--- src/rtl/alu_issue_ctrl.sv ---
// Issue controller for a multi-cycle ALU: registers one request, sequences the
// ALU (single-cycle ops or the long mod engine) and holds the result until taken.
module alu_issue_ctrl #(
  parameter int SIMPLE_WAIT = 1,
  parameter int MOD_WAIT    = 64
) (
  input  logic        clk,
  input  logic        reset,
  input  logic        req_valid,
  output logic        req_ready,
  input  logic [31:0] req_a,
  input  logic [31:0] req_b,
  input  logic [2:0]  req_op,
  output logic        rsp_valid,
  input  logic        rsp_ready,
  output logic [31:0] rsp_result,
  output logic        rsp_err,
  output logic [31:0] alu_a,
  output logic [31:0] alu_b,
  output logic [2:0]  alu_op,
  output logic        alu_reset,
  input  logic [31:0] alu_result
);

  localparam int MAX_WAIT = (SIMPLE_WAIT > MOD_WAIT) ? SIMPLE_WAIT : MOD_WAIT;
  localparam int CNT_W    = (MAX_WAIT > 1) ? $clog2(MAX_WAIT) : 1;

  localparam logic [CNT_W-1:0] SIMPLE_LOAD = CNT_W'(SIMPLE_WAIT - 1);
  localparam logic [CNT_W-1:0] MOD_LOAD    = CNT_W'(MOD_WAIT - 1);
  localparam logic [2:0]       OP_MOD      = 3'b111;

  typedef enum logic [1:0] {
    S_IDLE,
    S_START,
    S_EXEC,
    S_RESP
  } state_t;

  state_t           state_q, state_d;
  logic [CNT_W-1:0] cnt_q, cnt_d;
  logic [31:0]      alu_a_q, alu_a_d;
  logic [31:0]      alu_b_q, alu_b_d;
  logic [2:0]       alu_op_q, alu_op_d;
  logic [31:0]      result_q, result_d;
  logic             err_q, err_d;

  // NOTE: state registers use non-blocking assignments so every flop samples
  // the pre-edge value of every other flop, independent of statement order.
  always_ff @(posedge clk or posedge reset) begin
    if (reset) begin
      state_q  <= S_IDLE;
      cnt_q    <= '0;
      alu_a_q  <= '0;
      alu_b_q  <= '0;
      alu_op_q <= '0;
      result_q <= '0;
      err_q    <= 1'b0;
    end else begin
      state_q  <= state_d;
      cnt_q    <= cnt_d;
      alu_a_q  <= alu_a_d;
      alu_b_q  <= alu_b_d;
      alu_op_q <= alu_op_d;
      result_q <= result_d;
      err_q    <= err_d;
    end
  end

  // NOTE: every next-state signal is defaulted to its current value first so
  // no path through the case leaves one unassigned, which would infer a latch.
  always_comb begin
    state_d  = state_q;
    cnt_d    = cnt_q;
    alu_a_d  = alu_a_q;
    alu_b_d  = alu_b_q;
    alu_op_d = alu_op_q;
    result_d = result_q;
    err_d    = err_q;

    unique case (state_q)
      S_IDLE: begin
        if (req_valid) begin
          alu_a_d  = req_a;
          alu_b_d  = req_b;
          alu_op_d = req_op;
          if (req_op != OP_MOD) begin
            cnt_d   = SIMPLE_LOAD;
            state_d = S_EXEC;
          end else if (req_b == 32'd0) begin
            // Divide-by-zero never reaches the ALU; dividend is returned as-is.
            result_d = req_a;
            err_d    = 1'b1;
            state_d  = S_RESP;
          end else begin
            state_d = S_START;
          end
        end
      end

      S_START: begin
        cnt_d   = MOD_LOAD;
        state_d = S_EXEC;
      end

      S_EXEC: begin
        if (cnt_q == '0) begin
          result_d = alu_result;
          err_d    = 1'b0;
          state_d  = S_RESP;
        end else begin
          cnt_d = cnt_q - CNT_W'(1);
        end
      end

      S_RESP: begin
        if (rsp_ready) begin
          state_d = S_IDLE;
        end
      end

      default: state_d = S_IDLE;
    endcase
  end

  assign req_ready  = (state_q == S_IDLE) && !reset;
  assign rsp_valid  = (state_q == S_RESP);
  assign rsp_result = result_q;
  assign rsp_err    = err_q;
  assign alu_a      = alu_a_q;
  assign alu_b      = alu_b_q;
  assign alu_op     = alu_op_q;
  // The mod engine runs only while released; every other op ignores alu_reset.
  assign alu_reset  = !((state_q == S_EXEC) && (alu_op_q == OP_MOD));

endmodule
--- config.mk ---
export PLATFORM = sky130hd
export DESIGN_NAME = alu_issue_ctrl
export DESIGN_NICKNAME = d
export VERILOG_FILES = /design/src/rtl/alu_issue_ctrl.sv
export SDC_FILE = /design/constraint.sdc
export NUM_CORES = 1
export LEC_CHECK = 0
export BUFFER_PORTS_ARGS = -buffer_cell sky130_fd_sc_hd__buf_4
export CORE_ASPECT_RATIO = 1.75
export CORE_MARGIN = 5
export CORE_UTILIZATION = 52
export CTS_BUF_LIST = sky130_fd_sc_hd__clkbuf_4 sky130_fd_sc_hd__clkbuf_8 sky130_fd_sc_hd__clkbuf_16
export DETAILED_ROUTE_END_ITERATION = 16
export GPL_ROUTABILITY_DRIVEN = 0
export PLACE_DENSITY = 0.95
export SETUP_SLACK_MARGIN = 0.15
export SYNTH_ARGS = -nofsm -noshare
export SYNTH_HDL_FRONTEND = slang
export SYNTH_SLANG_ARGS = --single-unit
--- constraint.sdc ---
create_clock -name clk -period 4.75 [get_ports clk]
set_input_delay 0.2375 -clock clk [delete_from_list [all_inputs] [get_ports clk]]
set_output_delay 0.2375 -clock clk [all_outputs]
set_load 0.005 [all_outputs]
==> run metrics <==
final-layout fill cell count 619; simple-gate share of the synthesized area 0.04691; Sw Pwr 0.001473 W; Post-synth ARST share 1.000; Root Buffer clkbuf_16; vias in the first global route 4187; via count 3628; gr ovfl total 0; share of layout cells above drive strength 1 0.6661; Final Skew 0.009114 ns; Initial Util 0.5248; cts bufs inserted 9; drt drc 0; # rows 47; Core Area 9350 sq um; WL/cell 19.89 um; post-route minimum period 2.837 ns; ranking of synthesized cells by area dfrtp_1, mux2_2, mux2_4; cell area after layout 6847 sq um; CP startpoint kind register; nets@finish 649; number of synthesized flops with an enable pin 0; CP endpoint kind register; sequential share of the synthesized area 0.5507; 1st-pass router iterations 4; critical path fanouts, max 32; crit path from cnt_q[0]; hold_buf cts 0; synthesis-stage register bit count 108; Reg power frac 0.358; cell taking the most area after synthesis dfrtp_1; Leakage 3.332 nW; top cells by count, synth dfrtp_1, mux2_2, mux2_4; initial antenna violation count 0; DR iter-0 viols 252; Clk pwr share 0.160; Comb pwr share 0.482; total inserted antenna cells 0; io pins 206; final hold viol count 0; DP HPWL 10450 um; die footprint 11560 sq um; H-Tree Depth 3; multiplexer area fraction after synthesis 0.3279; Cells after Synth 337; vias per std cell 5.439; setup bufs post-CTS 0; area grow syn2layout 39.52%; post-synthesis cell type count 38; area post-placement 6550 sq um; final worst-path cycle share 0.5972; final number of max-transition violations 0; Max VDD drop 0.4040 mV; Sw Ratio 0.3163; DRT Wirelength 13270 um; port bufs 205; RSZ-0062 raised after global routing false; Crit Path Category register to register; Worst EP required 4.97 ns; Post-Synth XOR/XNOR Area 0; Power Density 680.2 nW/um^2; antenna viol nets, final 0; yosys warns 0; mapped cell area 4907 sq um; final setup margin 1.913 ns; Compound-Gate Fraction of Synth Area 0.03646; first-pass GRT wire length 21480 um; Final setup viols 0; Die W 83.44 um; largest net degree at the start of global routing 56; CTS tree built; WHS 0.006815 ns; Worst-Margin Slew 0.9259 ns; max_slew headroom 0.3805; cell-internal power 0.003184 W; CTS Buffer Depth 2; run status completed; Die H 138.5 um; clk slew on worst S/H paths 0.07 ns; Max-cap violations 0; Synth Net Count 445; adder-cell share of the synthesized area 0.01275; hold crit path type input pin to asynchronous set/reset pin; Worst-Skew Late Latency 0.34 ns; main combinational cell family by area after synthesis multiplexers; RR Startpoint cnt_q[0]; Synth top area share 0.5507; Mean Syn Cell Area 14.56 sq um; Primary FF master, synth dfrtp_1; setup_tns 0 ns; Max Clock Freq 352.5 MHz; CTS sink count 108; top-count cell post-synth dfrtp_1; Tot GR Track Use 0.2348; post-cts sizing count 0; dpl ws 1.913 ns; worst endpoint data arrival time 3.06 ns
## final cells by class
cell class / instances / area, sq um / share of cell area
Clock buffer: 11 / 246.5 / 0.03600
Multi-Input combinational cell: 202 / 2086 / 0.3046
Inverter: 12 / 47.55 / 0.006944
Sequential cell: 108 / 2703 / 0.3947
Timing Repair Buffer: 208 / 1562 / 0.2281
Tap cell: 122 / 152.6 / 0.02230
Clock inverter: 4 / 50.05 / 0.007310
## final timing paths
check | slack, ns | cells after the start | end
worst max-delay path | 1.91 | 7 | rsp_result[5]
worst min-delay path | 0.007 | 2 | alu_b[6]
worst max register to register | 1.91 | 7 | rsp_result[5]
worst min register to register | 0.50 | 1 | rsp_err
max in group asynchronous | 3.60 | 3 | rsp_result[11]
min in group clk | 0.13 | 2 | alu_a[2]
## layout by cell type (no fill, tap or decap), drive strengths merged, types with 2 or more instances in the layout
cell type,instances
o31ai,2
nor3,2
nand2,11
nand3,3
dfrtp,108
nor4b,2
clkinvlp,2
buf,208
mux2,132
clkbuf,11
a21oi,5
ha,5
a31oi,3
o21ai,8
nor2,3
inv,12
or4,2
nor4,6
nand4,4
## critical path: stages, from the launching register on
cell and delay (ns):
dfrtp_1 0.41, inv_1 0.09, ha_1 0.21, nor4b_2 0.36
inv_1 0.08, o21ai_1 0.31, nand4_4 0.69, mux2_4 0.55
## sequential cells by signal (all words and copies together), names as in the netlist
| register | cells |
|---|---|
| alu_op | 3 |
| rsp_err | 1 |
| rsp_result | 32 |
| cnt_q | 6 |
| state_q | 2 |
| alu_a | 32 |
| alu_b | 32 |
## cells by family (layout without fill, tap and decap cells)
group,count (synthesis),count (layout)
fa+ha+maj,5,5
mux,133,133
flops,108,108
simple gates,38,38
buf+inv,27,235
compound gates,26,26
## layer usage
layer,part of all wire,track usage
met1,0.34,0.2413
met2,0.56,0.4365
met3,0.061,0.05774
met4,0.042,0.1144
met5,0,0
## power groups by stage
| stage | logic, W | registers, W | clock network [W] |
|---|---|---|---|
| floorplan | 0.00119 | 0.00167 | 0 |
| global placement | 0.00217 | 0.00164 | 0 |
| detailed placement | 0.00227 | 0.00167 | 0 |
| CTS | 0.00227 | 0.00166 | 0.000762 |
| global route | 0.00240 | 0.00172 | 0.000798 |
| finish | 0.00225 | 0.00167 | 0.000745 |
## stage by stage
step           cells  power, W  utilization
2_1_floorplan    337  0.002858            -
3_3_place_gp     652  0.003810       0.7005
3_5_place_dp     652  0.003941       0.7005
4_1_cts          667  0.004696       0.7322
5_1_grt          667  0.004926       0.7322
6_report         667  0.004657       0.7322
Power figures use the tool's default switching activity.
